### src/rtl/tl_pkg.sv
// tl_pkg: state encoding, default durations and lamp encoding for the phase scheduler.
// Build option: TL_EMERGENCY_EN adds the ALL_RED state.
`default_nettype none

package tl_pkg;

   localparam int                DEF_CNT_W   = 12;
   localparam logic [DEF_CNT_W-1:0] DEF_T_LONG  = 12'h00A;
   localparam logic [DEF_CNT_W-1:0] DEF_T_SHORT = 12'h005;
   localparam logic [DEF_CNT_W-1:0] DEF_T_PED   = 12'h008;

   typedef enum logic [2:0] {
      ST_IDLE     = 3'd0,
      ST_HWY_G    = 3'd1,
      ST_HWY_Y    = 3'd2,
      ST_FARM_G   = 3'd3,
      ST_FARM_Y   = 3'd4,
      ST_PED_WALK = 3'd5
`ifdef TL_EMERGENCY_EN
      , ST_ALL_RED = 3'd6
`endif
   } state_t;

   // Lamp vector bit order: {HG, HY, HR, FG, FY, FR}
   typedef logic [5:0] lamps_t;

   localparam lamps_t LAMPS_HG_FR = 6'b100_001;
   localparam lamps_t LAMPS_HY_FR = 6'b010_001;
   localparam lamps_t LAMPS_HR_FG = 6'b001_100;
   localparam lamps_t LAMPS_HR_FY = 6'b001_010;
   localparam lamps_t LAMPS_HR_FR = 6'b001_001;

   function automatic lamps_t lamps_of(input state_t s);
      lamps_t l;
      case (s)
         ST_HWY_G:  l = LAMPS_HG_FR;
         ST_HWY_Y:  l = LAMPS_HY_FR;
         ST_FARM_G: l = LAMPS_HR_FG;
         ST_FARM_Y: l = LAMPS_HR_FY;
         default:   l = LAMPS_HR_FR;
      endcase
      return l;
   endfunction

endpackage

`default_nettype wire

### src/rtl/tl_req_latch.sv
// tl_req_latch: sticky farm/pedestrian request flops with set-wins clear and a
// round-robin pointer that decides which requester the next highway yield serves.
`default_nettype none

module tl_req_latch (
   input  logic clk,
   input  logic reset,
   input  logic i_set_farm,
   input  logic i_set_ped,
   input  logic i_clr_farm,
   input  logic i_clr_ped,
   input  logic i_grant,
   output logic o_farm_pend,
   output logic o_ped_pend,
   output logic o_grant_farm
);

   logic r_farm;
   logic r_ped;
   logic r_rr;

   always_ff @(posedge clk) begin
      if (reset) begin
         r_farm <= 1'b0;
         r_ped  <= 1'b0;
         r_rr   <= 1'b0;
      end else begin
         r_farm <= i_set_farm | (r_farm & ~i_clr_farm);
         r_ped  <= i_set_ped  | (r_ped  & ~i_clr_ped);
         if (i_grant)
            r_rr <= ~r_rr;
      end
   end

   assign o_farm_pend  = r_farm;
   assign o_ped_pend   = r_ped;
   // rr==0 favours the farm road when both sides are waiting
   assign o_grant_farm = r_farm & (~r_ped | ~r_rr);

endmodule

`default_nettype wire

### src/rtl/tl_phase_scheduler.sv
// tl_phase_scheduler: highway/farm/pedestrian phase sequencer driving a shared expiry timer.
// Build option: TL_EMERGENCY_EN adds emg_req and the ALL_RED hold state.
`default_nettype none

module tl_phase_scheduler
   import tl_pkg::*;
#(
   parameter int               CNT_W   = DEF_CNT_W,
   parameter logic [CNT_W-1:0] T_LONG  = DEF_T_LONG,
   parameter logic [CNT_W-1:0] T_SHORT = DEF_T_SHORT,
   parameter logic [CNT_W-1:0] T_PED   = DEF_T_PED
) (
   input  logic             clk,
   input  logic             reset,
   input  logic             start,
   input  logic             c,
   input  logic             ped_req,
   input  logic             full,
   output logic             timer_load,
   output logic [CNT_W-1:0] timer_value,
   output logic             HG,
   output logic             HY,
   output logic             HR,
   output logic             FG,
   output logic             FY,
   output logic             FR,
   output logic             ped_walk,
   output logic             ped_ack
`ifdef TL_EMERGENCY_EN
   , input logic            emg_req
`endif
);

   state_t           r_state;
   state_t           w_next;
   logic             r_min_done;
   logic             r_load;
   logic [CNT_W-1:0] r_value;
   lamps_t           r_lamps;
   logic             r_walk;
   logic             r_ack;
   logic             w_full;
   logic             w_enter;
   logic             w_timed;
   logic [CNT_W-1:0] w_dur;
   logic             w_farm_pend;
   logic             w_ped_pend;
   logic             w_grant_farm;
   logic             w_grant;

   // An expiry coinciding with a fresh load belongs to the previous count
   assign w_full  = full & ~r_load;
   assign w_enter = (w_next != r_state);
   assign w_grant = (r_state == ST_HWY_Y) &&
                    ((w_next == ST_FARM_G) || (w_next == ST_PED_WALK));

`ifdef TL_EMERGENCY_EN
   logic r_emg;
   logic w_emg;
   assign w_emg = r_emg | emg_req;

   always_ff @(posedge clk) begin
      if (reset)
         r_emg <= 1'b0;
      else
         r_emg <= w_emg && (w_next != ST_ALL_RED) &&
                  (r_state inside {ST_HWY_G, ST_HWY_Y, ST_FARM_G, ST_FARM_Y});
   end
`endif

   always_comb begin
      w_next = r_state;
      case (r_state)
         ST_IDLE:
            if (start) w_next = ST_HWY_G;
         ST_HWY_G: begin
            if ((w_full || r_min_done) && (w_farm_pend || w_ped_pend))
               w_next = ST_HWY_Y;
`ifdef TL_EMERGENCY_EN
            if (emg_req) w_next = ST_HWY_Y;
`endif
         end
         ST_HWY_Y:
            if (w_full) begin
               w_next = w_grant_farm ? ST_FARM_G : ST_PED_WALK;
`ifdef TL_EMERGENCY_EN
               if (w_emg) w_next = ST_ALL_RED;
`endif
            end
         ST_FARM_G: begin
            if (w_full) w_next = ST_FARM_Y;
`ifdef TL_EMERGENCY_EN
            if (emg_req) w_next = ST_FARM_Y;
`endif
         end
         ST_FARM_Y:
            if (w_full) begin
               w_next = ST_HWY_G;
`ifdef TL_EMERGENCY_EN
               if (w_emg) w_next = ST_ALL_RED;
`endif
            end
         ST_PED_WALK: begin
            if (w_full) w_next = ST_HWY_G;
`ifdef TL_EMERGENCY_EN
            if (emg_req) w_next = ST_ALL_RED;
`endif
         end
`ifdef TL_EMERGENCY_EN
         ST_ALL_RED:
            if (!emg_req) w_next = ST_HWY_G;
`endif
         default:
            w_next = ST_IDLE;
      endcase
   end

   always_comb begin
      w_timed = 1'b1;
      w_dur   = '0;
      case (w_next)
         ST_HWY_G, ST_FARM_G: w_dur = T_LONG;
         ST_HWY_Y, ST_FARM_Y: w_dur = T_SHORT;
         ST_PED_WALK:         w_dur = T_PED;
         default:             w_timed = 1'b0;
      endcase
   end

   tl_req_latch u_req (
      .clk          (clk),
      .reset        (reset),
      .i_set_farm   (c),
      .i_set_ped    (ped_req),
      .i_clr_farm   (w_enter && (w_next == ST_FARM_G)),
      .i_clr_ped    (w_enter && (w_next == ST_PED_WALK)),
      .i_grant      (w_grant),
      .o_farm_pend  (w_farm_pend),
      .o_ped_pend   (w_ped_pend),
      .o_grant_farm (w_grant_farm)
   );

   // Outputs are registered from the next state so they change on the same edge as r_state
   always_ff @(posedge clk) begin
      if (reset) begin
         r_state    <= ST_IDLE;
         r_min_done <= 1'b0;
         r_load     <= 1'b0;
         r_value    <= '0;
         r_lamps    <= LAMPS_HR_FR;
         r_walk     <= 1'b0;
         r_ack      <= 1'b0;
      end else begin
         r_state    <= w_next;
         r_min_done <= (r_state == ST_HWY_G) && !w_enter && (r_min_done || w_full);
         r_load     <= w_enter && w_timed;
         r_value    <= w_enter ? w_dur : '0;
         r_lamps    <= lamps_of(w_next);
         r_walk     <= (w_next == ST_PED_WALK);
         r_ack      <= w_enter && (w_next == ST_PED_WALK);
      end
   end

   assign timer_load  = r_load;
   assign timer_value = r_value;
   assign {HG, HY, HR, FG, FY, FR} = r_lamps;
   assign ped_walk    = r_walk;
   assign ped_ack     = r_ack;

endmodule

`default_nettype wire

### config.mk
export PLATFORM = sky130hd
export DESIGN_NAME = tl_phase_scheduler
export DESIGN_NICKNAME = d
export VERILOG_FILES = /design/src/rtl/tl_pkg.sv /design/src/rtl/tl_req_latch.sv /design/src/rtl/tl_phase_scheduler.sv
export SDC_FILE = /design/constraint.sdc
export NUM_CORES = 1
export LEC_CHECK = 0
export ABC_CLOCK_PERIOD_IN_PS = 1800
export BUFFER_PORTS_ARGS = -buffer_cell sky130_fd_sc_hd__buf_4
export CAP_MARGIN = 20
export CELL_PAD_IN_SITES_DETAIL_PLACEMENT = 0
export CELL_PAD_IN_SITES_GLOBAL_PLACEMENT = 1
export CORE_ASPECT_RATIO = 0.7
export CORE_MARGIN = 2
export CORE_UTILIZATION = 36
export DETAILED_ROUTE_END_ITERATION = 10
export GPL_TIMING_DRIVEN = 1
export PLACE_DENSITY_LB_ADDON = 0.3
export SETUP_SLACK_MARGIN = 0.1
export SKIP_CTS_REPAIR_TIMING = 1
export SYNTH_ARGS = -nofsm -noshare
export SYNTH_HDL_FRONTEND = slang
export SYNTH_SLANG_ARGS = --single-unit
### constraint.sdc
create_clock -name clk -period 1.8 [get_ports clk]
set_clock_uncertainty 0.1 [all_clocks]
set_input_delay 0.27 -clock clk [delete_from_list [all_inputs] [get_ports clk]]
set_output_delay 0.27 -clock clk [all_outputs]
set_load 0.02 [all_outputs]
[After elaboration in Yosys (flattened, before gate mapping)]
Cells that the tools add are included.
Cells by class
  shift-type cells: 0
  $mul: 0
  reductions and logical operators: 17
  order comparisons: 0
  bitwise logic cells: 13
  eq/ne operators: 11
  div/mod/pow operators: 0
  add/subtract/negate cells: 0
  multiplexer cells: 10
Operator list (count)
  one-hot mux 6 bit (4 select lines): 1
  two-way mux 3 bit: 6
  one-hot mux 3 bit (5 select lines): 1
  == test 3 x 2 -> 1 bit, second input constant: 4
  == test 3 bit, second input constant: 4
  one-hot mux 4 bit (3 select lines): 1
  OR reduction 2 bit: 4
  logical AND 1 bit: 7
  == test 3 x 1 -> 1 bit, second input constant: 2
  inverter 1 bit: 6
  OR reduction 5 bit: 1
  bitwise AND 1 bit: 4
  zero test 3 bit: 1
  logical OR 1 bit: 3
  inequality test 3 bit: 1
  OR 1 bit: 3
  zero test 1 bit: 1
  two-way mux 1 bit: 1
Word-level totals
  bits in latches: 0
  logic and storage cells: 61
  register bits: 28
  input port bits: 6
  output and inout port bits: 21
  memories: 0
  bits in read-only memories: 0
  RAM bits: 0

[Depth between registers and ports, before layout]
  word-level depth: 11
  depth in mapped cells: 7
  gate-level depth less buffers: 6

[By module]
From an unflattened synthesis, not the netlist that was laid out.
Second synthesis, totals
  cell total of the unflattened synthesis: 94
  area, all modules: 879.6 sq um
By module, submodules not included
  tl_phase_scheduler: sequential area each 320.3 sq um, times used 1, cells an instance 82, area an instance 769.5 sq um
  tl_req_latch: sequential area each 60.1 sq um, times used 1, cells an instance 12, area an instance 110.1 sq um

[Worst setup path after synthesis]
OpenSTA, ideal clock, no wires.
  path kind: register -> register
  start: register r_load (netlist: timer_load)
  end: register r_lamps[3]
  data arrival time: 1.408 ns
  slack: 0.220 ns
  cell stages (with the launch flop): 7
  buffers on the path: 1
  data required time: 1.628 ns
  library setup time: 0.072 ns
  period minus slack after synthesis: 1.580 ns
  cells stage by stage: dfxtp_1 > and2b_4 > o221ai_2 > a31oi_1 > o21bai_4 > buf_6 > mux2i_1
Between the ends
  word-level cells in the longest chain between the ends: 8
Ends and longest elaborated chain
  start, declared: RTL line tl_phase_scheduler.sv:37  | logic r_load;
  start signal, assigned: RTL line tl_phase_scheduler.sv:155  | r_load <= w_enter && w_timed;
  inverter 1 bit *: RTL line tl_phase_scheduler.sv:52  | assign w_full = full & ~r_load;
  bitwise AND 1 bit *: RTL line tl_phase_scheduler.sv:52
  logical OR 1 bit: RTL line tl_phase_scheduler.sv:77  | if ((w_full || r_min_done) && (w_farm_pend || w_ped_pend))
  logical AND 1 bit: RTL line tl_phase_scheduler.sv:77
  two-way mux 3 bit: RTL line tl_phase_scheduler.sv:77
  one-hot mux 3 bit (5 select lines) *: RTL line tl_phase_scheduler.sv:73  | case (r_state)
  == test 3 bit, or another cell as far along: RTL line tl_pkg.sv:35  | case (s)
  one-hot mux 6 bit (4 select lines) *: RTL line tl_pkg.sv:35
  end signal, assigned: RTL line tl_phase_scheduler.sv:157  | r_lamps <= lamps_of(w_next);
  end, declared: RTL line tl_phase_scheduler.sv:39  | lamps_t r_lamps;
Mark *: on every way between the ends. The rest lies on a longest branch, timed or not.
A chain may end at the register's enable or synchronous reset.

[Final worst setup path]
  start: register r_load (netlist: timer_load)
  end: register r_lamps[2]
Same word-level chain as after synthesis.

==> results by group <==
Min path
  • Hold WC Path Type: in2reg
  • Hold Path Depth: 3
  • Hold EP: u_req.o_ped_pend$_SDFF_PP0_
  • Min-delay src: ped_req

Routing
  • DRC viols: 0
  • Number of routed nets with antenna violations: 0
  • Wirelength per Cell: 11.37 um
  • Drt first pass iters: 4
  • Via count: 634
  • Final WL: 1592 um
  • Via density per instance: 4.529
  • First-iteration detailed-routing DRC count: 15

Cells and area
  • Area grow syn2layout: 21.22%
  • Design area: 0.001044 mm2
  • Fillers: 222
  • Antenna cells: 0
  • Final net count: 115
  • Share of post-route cells with drive strength above 1: 36.11%

Clocking
  • Clk pin slew, worst setup/hold paths: 0.11 ns
  • Clock Latency Late Sink: 0.30 ns
  • Clock tree buffer depth: 2
  • # clock sinks: 19
  • Num CTS Buffers: 3
  • Htree depth: 1
  • CTS Root Cell: clkbuf_4
  • CTS tree: done

Yosys
  • Seq cells post-synth: 19
  • Synth Cell Area: 860.8 um2
  • Mean post-synth cell area: 9.672 um2
  • Gate Count Post-Synth: 89
  • Synth unique cells: 34
  • Post-synthesis sequential area ratio: 44.19%
  • YS warnings: 0

Worst setup path
  • WP data required: 1.93 ns
  • Crit path DAT: 1.82 ns
  • CP startpoint: timer_load$_SDFF_PP0_
  • Reg2reg end: r_lamps[2]$_SDFF_PP0_
  • Critical Path Sink Type: flop
  • Critical path class: reg2reg
  • Critical Path Fanout Max: 6
  • FF-to-FF path depth: 6
  • Critical Path Start Type: flop
  • Worst R2R Setup Slack: 0.11 ns
  • RR Startpoint: timer_load$_SDFF_PP0_

Floorplan
  • DIE WIDTH: 62.45 um
  • Site Rows: 14
  • Die height: 44.91 um
  • Core box area: 0.002207 mm2
  • Total die area: 0.002804 mm2
  • Effective utilization at floorplan: 39.00%
  • Num ports: 27

GRT
  • Total gr overflow: 0
  • Vias in the first global route: 506
  • Largest net degree at the start of global routing: 14
  • Initial antenna violation count: 0
  • First-pass GRT wire length: 2421 um
  • Global-route usage over all layers: 11.44%

Flow run
  • Maxcap violations: 0

STA
  • Hold WS: 0.08074 ns
  • Final Hold Vio Count: 0
  • FMAX: 0.5906 GHz
  • Final period util: 94.07%
  • Endpoints failing setup: 0
  • RSZ-0062 raised after global routing: false
  • Slew Limit Fails: 0
  • Final critical-path required period: 1.693 ns

Placement
  • HPWL Detailed: 1090 um
  • Cell area after placement: 972.2 um2
  • Port Buffers: 18
  • Placer Congestion: 0.8658

Power and ir drop
  • Pwr dens: 872.6 mW/mm2
  • Maximum VDD drop: 471.8 uV
  • Leakage: 0.4245 nW

Outcome
  • Outcome: complete, no violations
==> critical path: stages (launching register included) <==
cell and delay (ns):
dfxtp_1 0.33, nand2b_1 0.22, a211oi_1 0.35, a31oi_2 0.11, o21bai_4 0.24, buf_4 0.16, nor3_1 0.13
==> routing by layer <==
layer	share of wire [%]	up-vias	track usage, %
li1	-	329	-
met5	0	-	0
met1	53	281	16.90
met4	0.75	0	4.000
met3	7.5	2	5.985
met2	38	22	13.55
==> sequential cells by signal, indices dropped and copies added, names as in the netlist <==
signal             cells
ped_ack                1
u_req.o_farm_pend      1
r_min_done             1
timer_load             1
ped_walk               1
u_req.o_ped_pend       1
timer_value            3
u_req.r_rr             1
r_lamps                6
r_state                3
==> final cells by class <==
type | count | area (um2) | share of cell area [%]
inverter | 4 | 15.01 | 1.439
tap | 32 | 40.04 | 3.837
clock inverter | 1 | 7.507 | 0.7194
sequential | 19 | 382.9 | 36.69
clock buffer | 3 | 22.52 | 2.158
multi-input combinational | 62 | 432.9 | 41.49
timing repair buffer | 19 | 142.6 | 13.67
==> cell families after synthesis <==
group,Yosys count,share of synthesized area [%]
simple gates,32,24.13
flops,19,44.19
compound gates,18,15.70
buf+inv,16,12.21
mux,2,2.326
xor+xnor,1,1.018
other cells,1,0.4356
==> cell usage in the layout, fill, tap and decap left out <==
master	n
inv_1	3
a211oi_1	1
dfxtp_1	17
o21ai_2	1
and3b_1	1
nor2b_1	1
o21bai_4	2
a31oi_1	2
a31oi_2	1
xnor2_1	1
o21ai_0	3
nor3_2	2
mux2i_1	2
nor3_1	4
nor4_1	1
conb_1	8
a21oi_1	5
clkinvlp_4	1
nor3b_2	1
nor4b_2	1
or2_4	2
and2b_1	2
clkinv_1	1
nand2_1	2
nand2b_1	2
clkbuf_4	3
and2_1	2
a22o_2	1
o22a_1	1
o221ai_2	1
nor2_4	1
dfxtp_2	2
o21bai_1	1
buf_4	19
and2b_4	1
nor4b_1	1
nor2_1	8
==> stage by stage <==
step           util, %  cells  total power, mW   TNS, ns  worst slack [ns]
2_1_floorplan        -     96           0.6395         0            0.2202
3_3_place_gp     44.05    134           0.6725  -0.01035          -0.01035
3_5_place_dp     44.05    134           0.6726         0           0.06615
4_1_cts          45.41    138           0.8938         0           0.01815
5_1_grt          47.28    140           0.9531         0           0.06215
6_report         47.28    140           0.9105         0            0.1068
==> cells in the mapped netlist (all sizes together) <==
| cell | count | area share (%) |
|---|---|---|
| dfxtp | 19 | 44 |
| buf | 11 | 10 |
| nor2 | 9 | 4.8 |
| nor3 | 6 | 4.7 |
| a21oi | 5 | 2.9 |
| o21ai | 4 | 2.8 |
| a31oi | 3 | 2.2 |
| and2b | 3 | 2.9 |
| inv | 3 | 1.3 |
| and2 | 2 | 1.5 |
| mux2i | 2 | 2.3 |
| nand2 | 2 | 0.87 |
| nand2b | 2 | 1.5 |
| nor4b | 2 | 2.0 |
| o21bai | 2 | 3.1 |
| or2 | 2 | 2.0 |
| a211oi | 1 | 0.87 |
| a22o | 1 | 1.2 |
| and3b | 1 | 1.0 |
| clkbuf | 1 | 0.44 |
| clkinv | 1 | 0.44 |
| conb | 1 | 0.44 |
| nor2b | 1 | 0.73 |
| nor3b | 1 | 1.5 |
| nor4 | 1 | 0.73 |
| o221ai | 1 | 1.7 |
| o22a | 1 | 1.0 |
| xnor2 | 1 | 1.0 |
==> report_power, final <==
| group | internal [mW] | switching [mW] |
|---|---|---|
| Sequential | 0.446 | 0.0221 |
| Combinational | 0.0984 | 0.124 |
| Clock | 0.0846 | 0.135 |
==> how the worst max path moves through the flow <==
stage / endpoint / slack, ns / depth (start not counted)
floorplan: r_lamps[3]$_SDFF_PP1_ / 0.22 / 6
global placement: timer_value[1]$_SDFF_PP0_ / -0.01 / 5
detailed placement: timer_value[1]$_SDFF_PP0_ / 0.07 / 5
CTS: timer_value[1]$_SDFF_PP0_ / 0.02 / 5
global route: timer_value[1]$_SDFF_PP0_ / 0.06 / 5
finish: r_lamps[2]$_SDFF_PP0_ / 0.11 / 6
Power figures use the tool's default switching activity.
